File: config.mk
export PLATFORM = sky130hd
export DESIGN_NAME = sample_capture_ctrl
export DESIGN_NICKNAME = d
export VERILOG_FILES = /design/src/rtl/sample_pkg.sv /design/src/rtl/sample_capture_ctrl_strobe_gen.sv /design/src/rtl/sample_capture_ctrl.sv
export SDC_FILE = /design/constraint.sdc
export NUM_CORES = 1
export LEC_CHECK = 0
export ABC_AREA = 1
export CAP_MARGIN = 5
export CORE_ASPECT_RATIO = 0.7
export CORE_MARGIN = 8
export CORE_UTILIZATION = 54
export CTS_CLUSTER_SIZE = 8
export DETAILED_ROUTE_END_ITERATION = 10
export MAX_ROUTING_LAYER = met4
export PLACE_DENSITY = 0.83
export RECOVER_POWER = 50
export SYNTH_ARGS = -nofsm -noshare
export SYNTH_HDL_FRONTEND = slang
export SYNTH_HIERARCHICAL = 1
export SYNTH_SLANG_ARGS = --single-unit
export TNS_END_PERCENT = 100
File: constraint.sdc
create_clock -name fastclk -period 4.67 [get_ports fastclk]
set_input_delay 0.934 -clock fastclk [delete_from_list [all_inputs] [get_ports fastclk]]
set_output_delay 0.934 -clock fastclk [all_outputs]
set_load 0.005 [all_outputs]
File: src/rtl/sample_pkg.sv
// Shared widths and FSM state type for the sample capture controller.
package sample_pkg;
   localparam int SAMPLE_W         = 8;
   localparam int SAMPLES_PER_WORD = 8;
   localparam int WORD_W           = 64;
   localparam int IDX_W            = $clog2(SAMPLES_PER_WORD);

   typedef enum logic {
      IDLE = 1'b0,
      FILL = 1'b1
   } state_t;
endpackage

File: src/rtl/sample_capture_ctrl_strobe_gen.sv
// Clock-enable divider: one-cycle strobe every DIV_COUNT+1 fastclk cycles while run is high.
module strobe_gen #(
   parameter int DIV_COUNT = 3333,
   parameter int DIV_W     = 12
) (
   input  logic fastclk,
   input  logic reset,
   input  logic run,
   output logic strobe
);
   localparam logic [DIV_W-1:0] DIV_LAST = DIV_W'(DIV_COUNT);

   logic [DIV_W-1:0] count_reg;

   always_ff @(posedge fastclk or posedge reset) begin
      if (reset) begin
         count_reg <= '0;
      end else if (!run || count_reg == DIV_LAST) begin
         count_reg <= '0;
      end else begin
         count_reg <= count_reg + 1'b1;
      end
   end

   assign strobe = run && (count_reg == DIV_LAST);
endmodule

File: src/rtl/sample_capture_ctrl.sv
// Packs 8 strobed samples of an 8-bit input into a 64-bit word with a valid/ready output.
// Optional macro SAMPLE_CAPTURE_CTRL_OVF_COUNT_EN adds a saturating overrun_count output.
module sample_capture_ctrl
   import sample_pkg::*;
#(
   parameter int DIV_COUNT = 3333,
   parameter int DIV_W     = 12
) (
   input  logic                fastclk,
   input  logic                reset,
   input  logic                enable,
   input  logic [SAMPLE_W-1:0] bits_in,
   output logic [WORD_W-1:0]   word_out,
   output logic                word_valid,
   input  logic                word_ready,
   output logic                sample_strobe,
   output logic                busy,
   output logic                overrun
`ifdef SAMPLE_CAPTURE_CTRL_OVF_COUNT_EN
   ,
   output logic [7:0]          overrun_count
`endif
);
   state_t state_reg;
   state_t state_next;

   logic [IDX_W-1:0]    idx_reg;
   logic [SAMPLE_W-1:0] fill_buf [SAMPLES_PER_WORD];
   logic [WORD_W-1:0]   full_word;
   logic                run;
   logic                abort;
   logic                word_complete;

   always_ff @(posedge fastclk or posedge reset) begin
      if (reset) begin
         state_reg <= IDLE;
      end else begin
         state_reg <= state_next;
      end
   end

   always_comb begin
      state_next = state_reg;
      case (state_reg)
         IDLE:    if (enable)  state_next = FILL;
         FILL:    if (!enable) state_next = IDLE;
         default: state_next = IDLE;
      endcase
   end

   always_comb begin
      busy = (state_reg == FILL);
   end

   // Dropping enable clears the divider on the same edge that leaves FILL,
   // so the counter already reads 0 in the first IDLE cycle.
   assign run   = busy && enable;
   assign abort = busy && !enable;

   strobe_gen #(
      .DIV_COUNT (DIV_COUNT),
      .DIV_W     (DIV_W)
   ) u_strobe_gen (
      .fastclk (fastclk),
      .reset   (reset),
      .run     (run),
      .strobe  (sample_strobe)
   );

   always_ff @(posedge fastclk or posedge reset) begin
      if (reset) begin
         idx_reg <= '0;
         for (int i = 0; i < SAMPLES_PER_WORD; i++) fill_buf[i] <= '0;
      end else if (abort) begin
         idx_reg <= '0;
         for (int i = 0; i < SAMPLES_PER_WORD; i++) fill_buf[i] <= '0;
      end else if (sample_strobe) begin
         fill_buf[idx_reg] <= bits_in;
         idx_reg           <= idx_reg + 1'b1;
      end
   end

   assign word_complete = sample_strobe && (idx_reg == IDX_W'(SAMPLES_PER_WORD - 1));

   // The top lane comes straight from bits_in: it is being captured on this very edge.
   always_comb begin
      full_word = '0;
      for (int i = 0; i < SAMPLES_PER_WORD - 1; i++) begin
         full_word[i*SAMPLE_W +: SAMPLE_W] = fill_buf[i];
      end
      full_word[WORD_W-1 -: SAMPLE_W] = bits_in;
   end

   always_ff @(posedge fastclk or posedge reset) begin
      if (reset) begin
         word_out   <= '0;
         word_valid <= 1'b0;
         overrun    <= 1'b0;
      end else if (word_complete && (!word_valid || word_ready)) begin
         word_out   <= full_word;
         word_valid <= 1'b1;
      end else if (word_complete) begin
         overrun    <= 1'b1;
      end else if (word_valid && word_ready) begin
         word_valid <= 1'b0;
      end
   end

`ifdef SAMPLE_CAPTURE_CTRL_OVF_COUNT_EN
   always_ff @(posedge fastclk or posedge reset) begin
      if (reset) begin
         overrun_count <= '0;
      end else if (word_complete && word_valid && !word_ready && overrun_count != 8'hFF) begin
         overrun_count <= overrun_count + 1'b1;
      end
   end
`endif
endmodule

==> Implementation_results.wiki, run 1 <==
{| class="wikitable"
! Metric !! Value
|-
| Wirelength, routed || 14400 um
|-
| Post-synth ARST share || 1.00
|-
| Type of the most critical hold path || reg2reg
|-
| Count of placed standard cells in the final layout, fillers left out || 886
|-
| Num rows || 31
|-
| Starting utilization of the core area || 0.557
|-
| Leakage power total || 3.87 nW
|-
| Summed instance area of the synthesized netlist || 0.00577 mm^2
|-
| Vert. Die Dim || 102 um
|-
| Number of antenna violations at the first check in global routing || 0
|-
| Combinational share of power || 0.025
|-
| Post-CTS Hold Fix Bufs || 0
|-
| Number of buffers created by CTS || 17
|-
| Setup slack on the worst flop-to-flop path || 2130 ps
|-
| Unrepaired setup endpoints after global routing || false
|-
| Max clock buf depth || 2
|-
| Register bit count reported by yosys || 138
|-
| Instance count of the mapped netlist || 664
|-
| Met3 WL post-DR || 1010 um
|-
| Critical Path Fanout Max || 8
|-
| Count of nets after finishing || 758
|-
| Ports placed on the boundary || 80
|-
| Post-CTS clock slew at the launch and capture registers of the worst setup and hold paths || 60 ps
|-
| Result of the run || complete, no violations
|-
| Multi-input logic area || 0.00203 mm^2
|-
| Initial DRT Pass Iterations || 6
|-
| Via count of the first global-routing pass || 4734
|-
| Worst setup EP type || output pin
|-
| Distinct cell type count after synthesis || 22
|-
| Largest stage delay on the critical path || 580 ps
|-
| Instance count after placement with tap cells included || 854
|-
| Top post-synthesis cells by count || 274 x sky130_fd_sc_hd__nand2_1, 138 x sky130_fd_sc_hd__dfrtp_1, 119 x sky130_fd_sc_hd__nand3_1, 39 x sky130_fd_sc_hd__nor2_1, 29 x sky130_fd_sc_hd__inv_1
|-
| Tightest Pin Transition || 982 ps
|-
| Cell-internal power || 2.19 mW
|-
| Wirelength per Cell || 16.2 um
|-
| Fraction of synthesized cell area taken by the top area cell type || 0.599
|-
| Final-report max-slew violation count || 0
|-
| Count of synthesis-stage warnings from yosys || 6
|-
| Sum of negative setup slack || 0 ps
|-
| Post-synth net total || 680
|-
| Critical Path Slowest Stage Cell || sky130_fd_sc_hd__dlygate4sd3_1
|-
| Detail Route met2 WL || 6870 um
|-
| Period utilization || 0.818
|-
| Weighted congestion at the end of routability-driven global placement || 0.860
|-
| Number of hold-slack violations in the final timing report || 0
|-
| Post CTS Setup Buffer Count || 0
|-
| Data arrival time of the worst path || 2880 ps
|-
| Initial DRC count || 615
|-
| Diodes inserted || 0
|-
| Routed vias || 4845
|-
| EDFF count, synth || 0
|-
| Switching component of the power || 527 uW
|-
| Highest metal used || met4
|-
| Worst rel slew slack || 0.345
|-
| Post-DR vias/cell || 5.47
|-
| Clock latency of the later-clocked register in the worst-skew pair || 420 ps
|-
| Pwr/cell area || 373 mW/mm^2
|-
| Worst hold slack after final layout || 464 ps
|-
| Placeable Area || 0.0104 mm^2
|-
| Full die area || 0.0143 mm^2
|-
| Port Buffer Count || 79
|-
| Maximum number of pins on one net before global-route repair || 127
|-
| Clock tree from TritonCTS || yes
|-
| Critical path's most frequent cell || sky130_fd_sc_hd__inv_1
|-
| Layout cells sized above 1 || 0.0597
|-
| Gr ovfl total || 0
|-
| H-tree lvl count || 4
|-
| Number of sinks driven by the clock tree || 138
|-
| Count of maximum capacitance violations || 0
|-
| Highest clock rate || 262 MHz
|-
| Worst Path Buf+Inv || 5
|-
| CP cell instances || dlygate4sd3_1, nand2_1, inv_1, inv_1, nor4_1, clkbuf_1, clkdlybuf4s50_1
|-
| Cell types with the largest area share after synthesis || sky130_fd_sc_hd__dfrtp_1 60%, sky130_fd_sc_hd__nand2_1 18%, sky130_fd_sc_hd__nand3_1 10%, sky130_fd_sc_hd__nor2_1 2.5%, sky130_fd_sc_hd__inv_1 1.9%
|-
| Final HPWL DP || 9220 um
|-
| First-pass GRT wire length || 23800 um
|-
| Net Sw Frac || 0.194
|-
| Antenna-violating nets left || 0
|-
| Setup Skew || 8.66 ps
|-
| FF+latch area || 0.00345 mm^2
|-
| Post-synth top area cell || sky130_fd_sc_hd__dfrtp_1
|-
| M1 WL || 6240 um
|-
| Worst setup path category || in2out
|-
| Sequential power share || 0.442
|-
| Mean cell area of the mapped netlist || 8.68 um^2
|-
| Most used DFF post-synth || sky130_fd_sc_hd__dfrtp_1
|-
| Post-CTS resize count || 0
|-
| Post-layout min period || 3820 ps
|-
| DRC Markers || 0
|-
| Filler instances || 738
|-
| Required time of the critical path || 3740 ps
|-
| Root buffer cell || sky130_fd_sc_hd__clkbuf_16
|-
| Most frequent cell after synthesis || sky130_fd_sc_hd__nand2_1
|-
| Post-synthesis sequential area ratio || 0.599
|-
| Die extent in x || 140 um
|-
| Peak VDD IR || 0.254 mV
|-
| Max FFs per register || 64
|-
| Final setup violation count || 0
|-
| Critical path launch point type || primary input
|-
| Largest delay contributor family on the critical path || buffers and inverters
|-
| Area overhead of the layout relative to synthesis || 26.3%
|-
| Global Route Usage Sum || 0.217
|-
| Clock network fraction of design power || 0.533
|}
-- tightest hold or removal path, cell delays in order (launching register included) --
cell and delay, ps:
sky130_fd_sc_hd__dfrtp_1 340, sky130_fd_sc_hd__nand2_1 50, sky130_fd_sc_hd__nand2_1 40
-- cell usage in the layout (no fill, tap or decap), types with 6 or more instances in the layout --
| cell type | Yosys | layout |
|---|---|---|
| sky130_fd_sc_hd__dfrtp_1 | 138 | 138 |
| sky130_fd_sc_hd__nor2_1 | 39 | 39 |
| sky130_fd_sc_hd__o21ai_1 | 8 | 8 |
| sky130_fd_sc_hd__dlygate4sd3_1 | 0 | 18 |
| sky130_fd_sc_hd__clkbuf_8 | 0 | 6 |
| sky130_fd_sc_hd__inv_1 | 29 | 29 |
| sky130_fd_sc_hd__clkbuf_16 | 0 | 17 |
| sky130_fd_sc_hd__nand2_1 | 274 | 273 |
| sky130_fd_sc_hd__clkdlybuf4s50_1 | 0 | 61 |
| sky130_fd_sc_hd__nand3_1 | 119 | 119 |
-- path summary, 6_finish.rpt --
kind                                           start                         to  depth (start not counted)
max                                           enable              sample_strobe                          7
min                                     word_out[45]               word_out[45]                          2
max reg2reg                u_strobe_gen/count_reg[1]               word_out[30]                         10
min reg2reg                             word_out[45]               word_out[45]                          2
max in group asynchronous                      reset               fill_buf[55]                          3
min in group asynchronous                      reset  u_strobe_gen/count_reg[5]                          2
-- through the flow --
step	power (mW)	util	cell area, um^2	setup slack (ps)
2_1_floorplan	1.26	-	5770	380
4_1_cts	2.73	0.702	7270	1100
5_1_grt	2.79	0.703	7280	751
3_5_place_dp	1.29	0.639	6620	1100
6_report	2.71	0.703	7280	852
3_3_place_gp	1.29	0.639	6620	1140
-- logic make-up after synthesis --
| family | Yosys count | synth area share |
|---|---|---|
| adders and majority gates | 4 | 0.00868 |
| and+or+nand+nor | 445 | 0.324 |
| AOI/OAI and AO/OA | 13 | 0.0117 |
| buffers and inverters | 59 | 0.0493 |
| DFF | 138 | 0.599 |
| xor gates and xnor gates | 5 | 0.00760 |
-- cell type report --
type	count	share of cell area
flip-flops and latches	138	0.474
well taps	132	0.0227
clock inverters	7	0.0186
clock buffers	24	0.0703
repair buffers	86	0.119
multi-input cells	467	0.279
inverters	32	0.0167
-- power by group through the flow --
stage | sequential (mW) | clock (mW) | combinational [mW]
after floorplan | 1.22 | 0 | 0.0396
after global placement | 1.22 | 0 | 0.0683
after detailed placement | 1.22 | 0 | 0.0695
after CTS | 1.20 | 1.46 | 0.0697
after global routing | 1.20 | 1.51 | 0.0757
final | 1.20 | 1.45 | 0.0681
-- routing by layer --
metal	track usage	vias to the layer above
li1	-	2267
met1	0.279	2353
met2	0.338	191
met3	0.0448	34
met4	0.0814	0
met5	-	-
Power figures use the tool's default switching activity.
==> run 2: changes to the inputs <==
Settings changed: CORE_UTILIZATION 54 to 49, PLACE_DENSITY 0.83 to 0.8.
Clock period 4.67 ns to 3.45 ns, I/O delays scaled along.
==> run 2 against run 1 <==
  * The flow now finishes with violations (max-capacitance violations, max-slew violations)
  * Register-to-register slack worse by 1300 ps
  * Non-clock buffer count rose by 3
  * Setup slack worse by 500 ps
  * Flip-flop and latch count unchanged
  * Routed wire length is 0.68% higher
  * Die area is 8.8% higher
  * Clock skew shrank 1.4 ps
  * Final area rose by 0.21%
  * Hold slack improved by 2.9 ps
  * First-iteration DRC count down 37%
  * Sequential power grew 35%
  * Critical path type unchanged
  * Largest cell class unchanged
  * Highest routed layer unchanged
==> Implementation_results.wiki, run 2 (synthesized netlist as in run 1, its figures left out) <==
{| class="wikitable"
! Metric !! Value
|-
| DRC Markers || 0 (unchanged)
|-
| Sum of negative setup slack || 0 ps (unchanged)
|-
| Initial DRT Pass Iterations || 5 (was 6)
|-
| Wirelength, routed || 14500 um (was 14400 um)
|-
| Hold Path Origin || word_out[28] (was word_out[45])
|-
| Most common cell after layout, fill and taps aside || sky130_fd_sc_hd__nand2_1 (unchanged)
|-
| Maximum number of pins on one net before global-route repair || 61 (was 127)
|-
| Area overhead of the layout relative to synthesis || 26.6% (was 26.3%)
|-
| Clock tree from TritonCTS || yes (unchanged)
|-
| Wirelength per Cell || 15.8 um (was 16.2 um)
|-
| Number of hold-slack violations in the final timing report || 0 (unchanged)
|-
| Post-DR vias/cell || 5.17 (was 5.47)
|-
| Result of the run || finished with violations (was complete, no violations)
|-
| Final setup violation count || 0 (unchanged)
|-
| Leakage power total || 3.87 nW (about the same)
|-
| Worst flop-to-flop path startpoint || u_strobe_gen/count_reg[1] (unchanged)
|-
| Unrepaired setup endpoints after global routing || false (unchanged)
|-
| Full die area || 0.0155 mm^2 (was 0.0143 mm^2)
|-
| Final HPWL DP || 9770 um (was 9220 um)
|-
| First-pass GRT wire length || 24200 um (was 23800 um)
|-
| Routed vias || 4731 (was 4845)
|-
| Cell area after placement || 0.00671 mm^2 (was 0.00662 mm^2)
|-
| Starting utilization of the core area || 0.497 (was 0.557)
|-
| Highest clock rate || 323 MHz
|-
| Worst setup EP type || output pin (unchanged)
|-
| Ports placed on the boundary || 80 (unchanged)
|-
| Setup Skew || 7.21 ps (was 8.66 ps)
|-
| Initial DRC count || 386 (was 615)
|-
| Launching instance or port of the critical path || enable (unchanged)
|-
| Period utilization || 0.898
|-
| Final-report max-slew violation count || 33 (was 0)
|-
| Antenna-violating nets left || 0 (unchanged)
|-
| Num rows || 33 (was 31)
|-
| Number of buffers created by CTS || 17 (unchanged)
|-
| Port Buffer Count || 79 (unchanged)
|-
| Tightest Pin Transition || 1590 ps (was 982 ps)
|-
| Post-layout min period || 3100 ps
|-
| Design Area, Final || 0.00730 mm^2 (was 0.00728 mm^2)
|-
| Max clock buf depth || 2 (unchanged)
|-
| Type of the most critical hold path || reg2reg (unchanged)
|-
| Layout cells sized above 1 || 0.0607 (was 0.0597)
|-
| Required time of the critical path || 2760 ps (was 3740 ps)
|-
| Critical path's most frequent cell || sky130_fd_sc_hd__inv_1 (unchanged)
|-
| Filler instances || 932 (was 738)
|-
| Diodes inserted || 0 (unchanged)
|-
| Largest stage delay on the critical path || 590 ps (was 580 ps)
|-
| Peak VDD IR || 0.336 mV (was 0.254 mV)
|-
| Critical Path Fanout Max || 3 (was 8)
|-
| Global Route Usage Sum || 0.200 (was 0.217)
|-
| Gr ovfl total || 0 (unchanged)
|-
| Vert. Die Dim || 107 um (was 102 um)
|-
| Instance count after placement with tap cells included || 883 (was 854)
|-
| Data arrival time of the worst path || 2410 ps (was 2880 ps)
|-
| Post-CTS clock slew at the launch and capture registers of the worst setup and hold paths || 50 ps (was 60 ps)
|-
| Via count of the first global-routing pass || 4912 (was 4734)
|-
| Placeable Area || 0.0116 mm^2 (was 0.0104 mm^2)
|-
| CP cell instances || dlygate4sd3_1, nand2_1, inv_1, inv_1, nor4_1, clkdlybuf4s50_1 (was dlygate4sd3_1, nand2_1, inv_1, inv_1, nor4_1, clkbuf_1, clkdlybuf4s50_1)
|-
| Critical path launch point type || primary input (unchanged)
|-
| Count of maximum capacitance violations || 1 (was 0)
|-
| Number of antenna violations at the first check in global routing || 0 (unchanged)
|-
| Post-CTS Hold Fix Bufs || 0 (unchanged)
|-
| Worst setup path category || in2out (unchanged)
|-
| H-tree lvl count || 4 (unchanged)
|-
| Root buffer cell || sky130_fd_sc_hd__clkbuf_16 (unchanged)
|-
| Violated checks || max-capacitance violations, max-slew violations
|-
| Number of sinks driven by the clock tree || 138 (unchanged)
|-
| Die extent in x || 146 um (was 140 um)
|-
| Post CTS Setup Buffer Count || 0 (unchanged)
|-
| Pwr/cell area || 494 mW/mm^2 (was 373 mW/mm^2)
|-
| Clock latency of the later-clocked register in the worst-skew pair || 410 ps (was 420 ps)
|-
| Post-CTS resize count || 0 (unchanged)
|-
| Most frequent cells in the layout || 273 x sky130_fd_sc_hd__nand2_1, 138 x sky130_fd_sc_hd__dfrtp_1, 119 x sky130_fd_sc_hd__nand3_1, 59 x sky130_fd_sc_hd__clkdlybuf4s50_1, 40 x sky130_fd_sc_hd__nor2_1 (was 273 x sky130_fd_sc_hd__nand2_1, 138 x sky130_fd_sc_hd__dfrtp_1, 119 x sky130_fd_sc_hd__nand3_1, 61 x sky130_fd_sc_hd__clkdlybuf4s50_1, 39 x sky130_fd_sc_hd__nor2_1)
|-
| Critical Path Slowest Stage Cell || sky130_fd_sc_hd__clkdlybuf4s50_1 (was sky130_fd_sc_hd__dlygate4sd3_1)
|-
| Max FFs per register || 64 (unchanged)
|-
| Worst rel slew slack || -0.0637 (was 0.345)
|-
| Count of nets after finishing || 761 (was 758)
|-
| Weighted congestion at the end of routability-driven global placement || 0.870 (was 0.860)
|-
| Count of placed standard cells in the final layout, fillers left out || 915 (was 886)
|}
==> run 2: cell count changes in the layout (fill, tap and decap cells not counted), sizes merged <==
cell           change
dlygate4sd3        +2
clkdlybuf4s50      -2
buf                +2
clkbuf             +3
bufinv             -1
==> run 2: final timing paths <==
| check | end | slack, ps | depth (start not counted) |
|---|---|---|---|
| worst min-delay path | word_out[28] | 470 | 2 |
| max in group asynchronous | word_out[31] | 840 | 3 |
| worst min register to register | word_out[28] | 470 | 2 |
| worst max-delay path | sample_strobe | 350 | 6 |
| worst max register to register | word_out[33] | 860 | 11 |
| min in group asynchronous | u_strobe_gen/count_reg[0] | 770 | 2 |
==> run 2: final cells by class <==
cell class | instances | area, um^2 | share of cell area
inverter | 32 | 121 | 0.0166
clock buffer | 26 | 509 | 0.0698
sequential | 138 | 3450 | 0.473
timing repair buffer | 89 | 885 | 0.121
tap | 157 | 196 | 0.0269
multi-input combinational | 467 | 2020 | 0.277
clock inverter | 6 | 109 | 0.0149
==> run 2: critical path, delay by kind of cell <==
family,cells,cell delay [ps]
buf+inv,4,1300
simple gates,2,430
==> run 2: per-stage QoR <==
step            util  power, mW  hold slack, ps  worst slack [ps]
2_1_floorplan      -       1.71             465              1020
3_3_place_gp   0.578       1.75             454               453
3_5_place_dp   0.578       1.75             461               355
4_1_cts        0.631       3.63             475               407
5_1_grt        0.629       3.70             484               241
6_report       0.629       3.61             467               350
==> run 2: where the power goes <==
part / internal, mW / total, mW / switching [mW] / leakage [nW]
Sequential: 1.62 / 1.62 / 0.00170 / 1.93
Combinational: 0.0215 / 0.0967 / 0.0752 / 1.64
Clock: 1.23 / 1.89 / 0.652 / 0.305
Total: 2.88 / 3.61 / 0.729 / 3.87
==> run 2: metal layers <==
metal	up-vias	routed length, um	part of all wire	track usage
met1	2284	6800	0.47	0.255
li1	2275	-	-	-
met5	-	0	0	-
met4	0	168	0.012	0.0585
met3	14	810	0.056	0.0505
met2	158	6700	0.46	0.313
==> run 3: changes to the inputs <==
Settings changed: CORE_UTILIZATION 49 to 59, PLACE_DENSITY 0.8 to 0.89.
Clock period 3.45 ns to 3.9 ns, I/O delays scaled along.
==> run 3 against run 2 <==
  * The flow still finishes with violations (max-capacitance violations, max-slew violations)
  * Die area decreased by 15%
  * Largest cell class unchanged
  * Final cell count decreased by 3.4%
  * First-iteration DRC count increased by 17%
  * Highest routed layer unchanged
==> Implementation_results.wiki, run 3 (synthesized netlist as in run 1, its figures left out) <==
{| class="wikitable"
! Metric !! Value
|-
| Result of the run || finished with violations (unchanged)
|-
| Violated checks || max-capacitance violations, max-slew violations (unchanged)
|-
| Critical path launch point type || primary input (unchanged)
|-
| Diodes inserted || 0 (unchanged)
|-
| Cell area after placement || 0.00663 mm^2 (was 0.00671 mm^2)
|-
| Post-layout min period || 3280 ps
|-
| Combinational share of power || 0.025 (was 0.027)
|-
| Leakage power total || 3.87 nW (about the same)
|-
| Port Buffer Count || 79 (unchanged)
|-
| Routed vias || 4960 (was 4731)
|-
| H-tree lvl count || 4 (unchanged)
|-
| Area overhead of the layout relative to synthesis || 25.7% (was 26.6%)
|-
| Full die area || 0.0132 mm^2 (was 0.0155 mm^2)
|-
| Critical Path Fanout Max || 3 (unchanged)
|-
| Initial DRT Pass Iterations || 6 (was 5)
|-
| Cell-internal power || 2.60 mW (was 2.88 mW)
|-
| Most common cell after layout, fill and taps aside || sky130_fd_sc_hd__nand2_1 (unchanged)
|-
| Global Route Usage Sum || 0.244 (was 0.200)
|-
| Net Sw Frac || 0.204 (was 0.202)
|-
| Sum of negative setup slack || 0 ps (unchanged)
|-
| CP cell instances || dlygate4sd3_1, nand2_1, inv_1, inv_1, nor4_1, clkdlybuf4s50_1 (unchanged)
|-
| Number of buffers created by CTS || 17 (unchanged)
|-
| Ports placed on the boundary || 80 (unchanged)
|-
| Critical Path Slowest Stage Cell || sky130_fd_sc_hd__dlygate4sd3_1 (was sky130_fd_sc_hd__clkdlybuf4s50_1)
|-
| Count of nets after finishing || 759 (was 761)
|-
| Vert. Die Dim || 98.7 um (was 107 um)
|-
| Type of the most critical hold path || reg2reg (unchanged)
|-
| Number of sinks driven by the clock tree || 138 (unchanged)
|-
| Worst setup EP type || output pin (unchanged)
|-
| Worst setup path category || in2out (unchanged)
|-
| Wirelength per Cell || 16.9 um (was 15.8 um)
|-
| Largest stage delay on the critical path || 580 ps (was 590 ps)
|-
| Critical path's most frequent cell || sky130_fd_sc_hd__inv_1 (unchanged)
|-
| Root buffer cell || sky130_fd_sc_hd__clkbuf_16 (unchanged)
|-
| Peak VDD IR || 0.347 mV (was 0.336 mV)
|-
| Setup slack on the worst flop-to-flop path || 1360 ps (was 860 ps)
|-
| Final setup violation count || 0 (unchanged)
|-
| Clock network fraction of design power || 0.534 (was 0.523)
|-
| Starting utilization of the core area || 0.600 (was 0.497)
|-
| Antenna-violating nets left || 0 (unchanged)
|-
| DRC Markers || 0 (unchanged)
|-
| Most frequent cells in the layout || 274 x sky130_fd_sc_hd__nand2_1, 138 x sky130_fd_sc_hd__dfrtp_1, 119 x sky130_fd_sc_hd__nand3_1, 56 x sky130_fd_sc_hd__clkdlybuf4s50_1, 39 x sky130_fd_sc_hd__nor2_1 (was 273 x sky130_fd_sc_hd__nand2_1, 138 x sky130_fd_sc_hd__dfrtp_1, 119 x sky130_fd_sc_hd__nand3_1, 59 x sky130_fd_sc_hd__clkdlybuf4s50_1, 40 x sky130_fd_sc_hd__nor2_1)
|-
| Data arrival time of the worst path || 2500 ps (was 2410 ps)
|-
| Placeable Area || 0.00961 mm^2 (was 0.0116 mm^2)
|-
| Unrepaired setup endpoints after global routing || false (unchanged)
|-
| Worst Path Buf+Inv || 4 (unchanged)
|-
| Layout cells sized above 1 || 0.0608 (was 0.0607)
|-
| Clock latency of the later-clocked register in the worst-skew pair || 420 ps (was 410 ps)
|-
| Max clock buf depth || 2 (unchanged)
|-
| Via count of the first global-routing pass || 5027 (was 4912)
|-
| Post-CTS resize count || 0 (unchanged)
|-
| Weighted congestion at the end of routability-driven global placement || 0.779 (was 0.870)
|-
| Pwr/cell area || 450 mW/mm^2 (was 494 mW/mm^2)
|-
| Period utilization || 0.842
|-
| Setup Skew || 7.95 ps (was 7.21 ps)
|-
| Wirelength, routed || 14900 um (was 14500 um)
|-
| Max FFs per register || 64 (unchanged)
|-
| Sequential power share || 0.440 (was 0.450)
|-
| Number of antenna violations at the first check in global routing || 0 (unchanged)
|-
| Maximum number of pins on one net before global-route repair || 59 (was 61)
|-
| Largest delay contributor family on the critical path || buffers and inverters (unchanged)
|-
| Die extent in x || 134 um (was 146 um)
|-
| Count of maximum capacitance violations || 1 (unchanged)
|-
| Num rows || 30 (was 33)
|-
| Highest clock rate || 305 MHz
|-
| Required time of the critical path || 3120 ps (was 2760 ps)
|-
| Switching component of the power || 665 uW (was 729 uW)
|-
| First-pass GRT wire length || 25100 um (was 24200 um)
|-
| Post-CTS Hold Fix Bufs || 0 (unchanged)
|-
| Final HPWL DP || 9490 um (was 9770 um)
|-
| Tightest Pin Transition || 1560 ps (was 1590 ps)
|-
| Worst rel slew slack || -0.0436 (was -0.0637)
|-
| Gr ovfl total || 0 (unchanged)
|-
| Post-DR vias/cell || 5.61 (was 5.17)
|-
| Clock tree from TritonCTS || yes (unchanged)
|-
| Post CTS Setup Buffer Count || 0 (unchanged)
|-
| Post-CTS clock slew at the launch and capture registers of the worst setup and hold paths || 60 ps (was 50 ps)
|-
| Number of hold-slack violations in the final timing report || 0 (unchanged)
|-
| Final-report max-slew violation count || 38 (was 33)
|-
| Design Area, Final || 0.00725 mm^2 (was 0.00730 mm^2)
|-
| Initial DRC count || 451 (was 386)
|}
[run 3: changes by cell type in the layout (fill, tap and decap cells not counted), moves of 3 or more]
cell                              previous run  this run
sky130_fd_sc_hd__clkbuf_8                    5         1
sky130_fd_sc_hd__clkdlybuf4s50_1            59        56
sky130_fd_sc_hd__clkinv_2                    2         5
sky130_fd_sc_hd__dlygate4sd3_1              20        23
[run 3: path summary, 6_finish.rpt]
kind | start | endpoint | cells past startpoint
min in group asynchronous | reset | u_strobe_gen/count_reg[1] | 2
max in group asynchronous | reset | word_valid | 3
min reg2reg | word_out[40] | word_out[40] | 2
max | enable | sample_strobe | 6
min | word_out[40] | word_out[40] | 2
max reg2reg | u_strobe_gen/count_reg[1] | word_out[22] | 11
[run 3: layout make-up]
class	instances	area, um^2
Fill cell	677	2360
Timing Repair Buffer	87	841
Sequential cell	138	3450
Tap cell	128	160
Multi-Input combinational cell	467	2030
Clock inverter	13	199
Inverter	32	121
Clock buffer	19	443
[run 3: per-stage QoR]
stage                     setup WS [ps]  power [mW]  hold WS, ps   util  instances
final                               616        3.26          465  0.754        884
after global routing                370        3.35          494  0.754        884
after CTS                           666        3.27          473  0.757        884
after detailed placement            655        1.55          457  0.690        852
after global placement              720        1.54          454  0.690        852
after floorplan                    1380        1.51          465      -        664
[run 3: worst reg2reg max path, cell delays in order, from the launching register on]
cell and delay (ps):
sky130_fd_sc_hd__dfrtp_1 400, sky130_fd_sc_hd__inv_1 130, sky130_fd_sc_hd__ha_1 190, sky130_fd_sc_hd__nand4_1 100
sky130_fd_sc_hd__nor4_1 290, sky130_fd_sc_hd__buf_4 230, sky130_fd_sc_hd__nand2_1 110, sky130_fd_sc_hd__inv_2 70
sky130_fd_sc_hd__nand2_2 250, sky130_fd_sc_hd__buf_4 400, sky130_fd_sc_hd__nand2_1 170, sky130_fd_sc_hd__nand2_1 70
[run 3: power by group through the flow]
stage / combinational [mW] / clock (mW) / sequential [mW]
after global routing: 0.0915 / 1.82 / 1.44
final: 0.0822 / 1.74 / 1.44
after CTS: 0.0867 / 1.75 / 1.44
after detailed placement: 0.0857 / 0 / 1.46
after global placement: 0.0839 / 0 / 1.46
after floorplan: 0.0476 / 0 / 1.46
[run 3: layer usage]
| metal | vias up | global-route usage | part of all wire | wire (um) |
|---|---|---|---|---|
| li1 | 2267 | - | - | - |
| met1 | 2441 | 0.297 | 0.42 | 6210 |
| met2 | 224 | 0.388 | 0.49 | 7300 |
| met3 | 28 | 0.0762 | 0.078 | 1160 |
| met4 | 0 | 0.0662 | 0.017 | 248 |
| met5 | - | - | 0 | 0 |
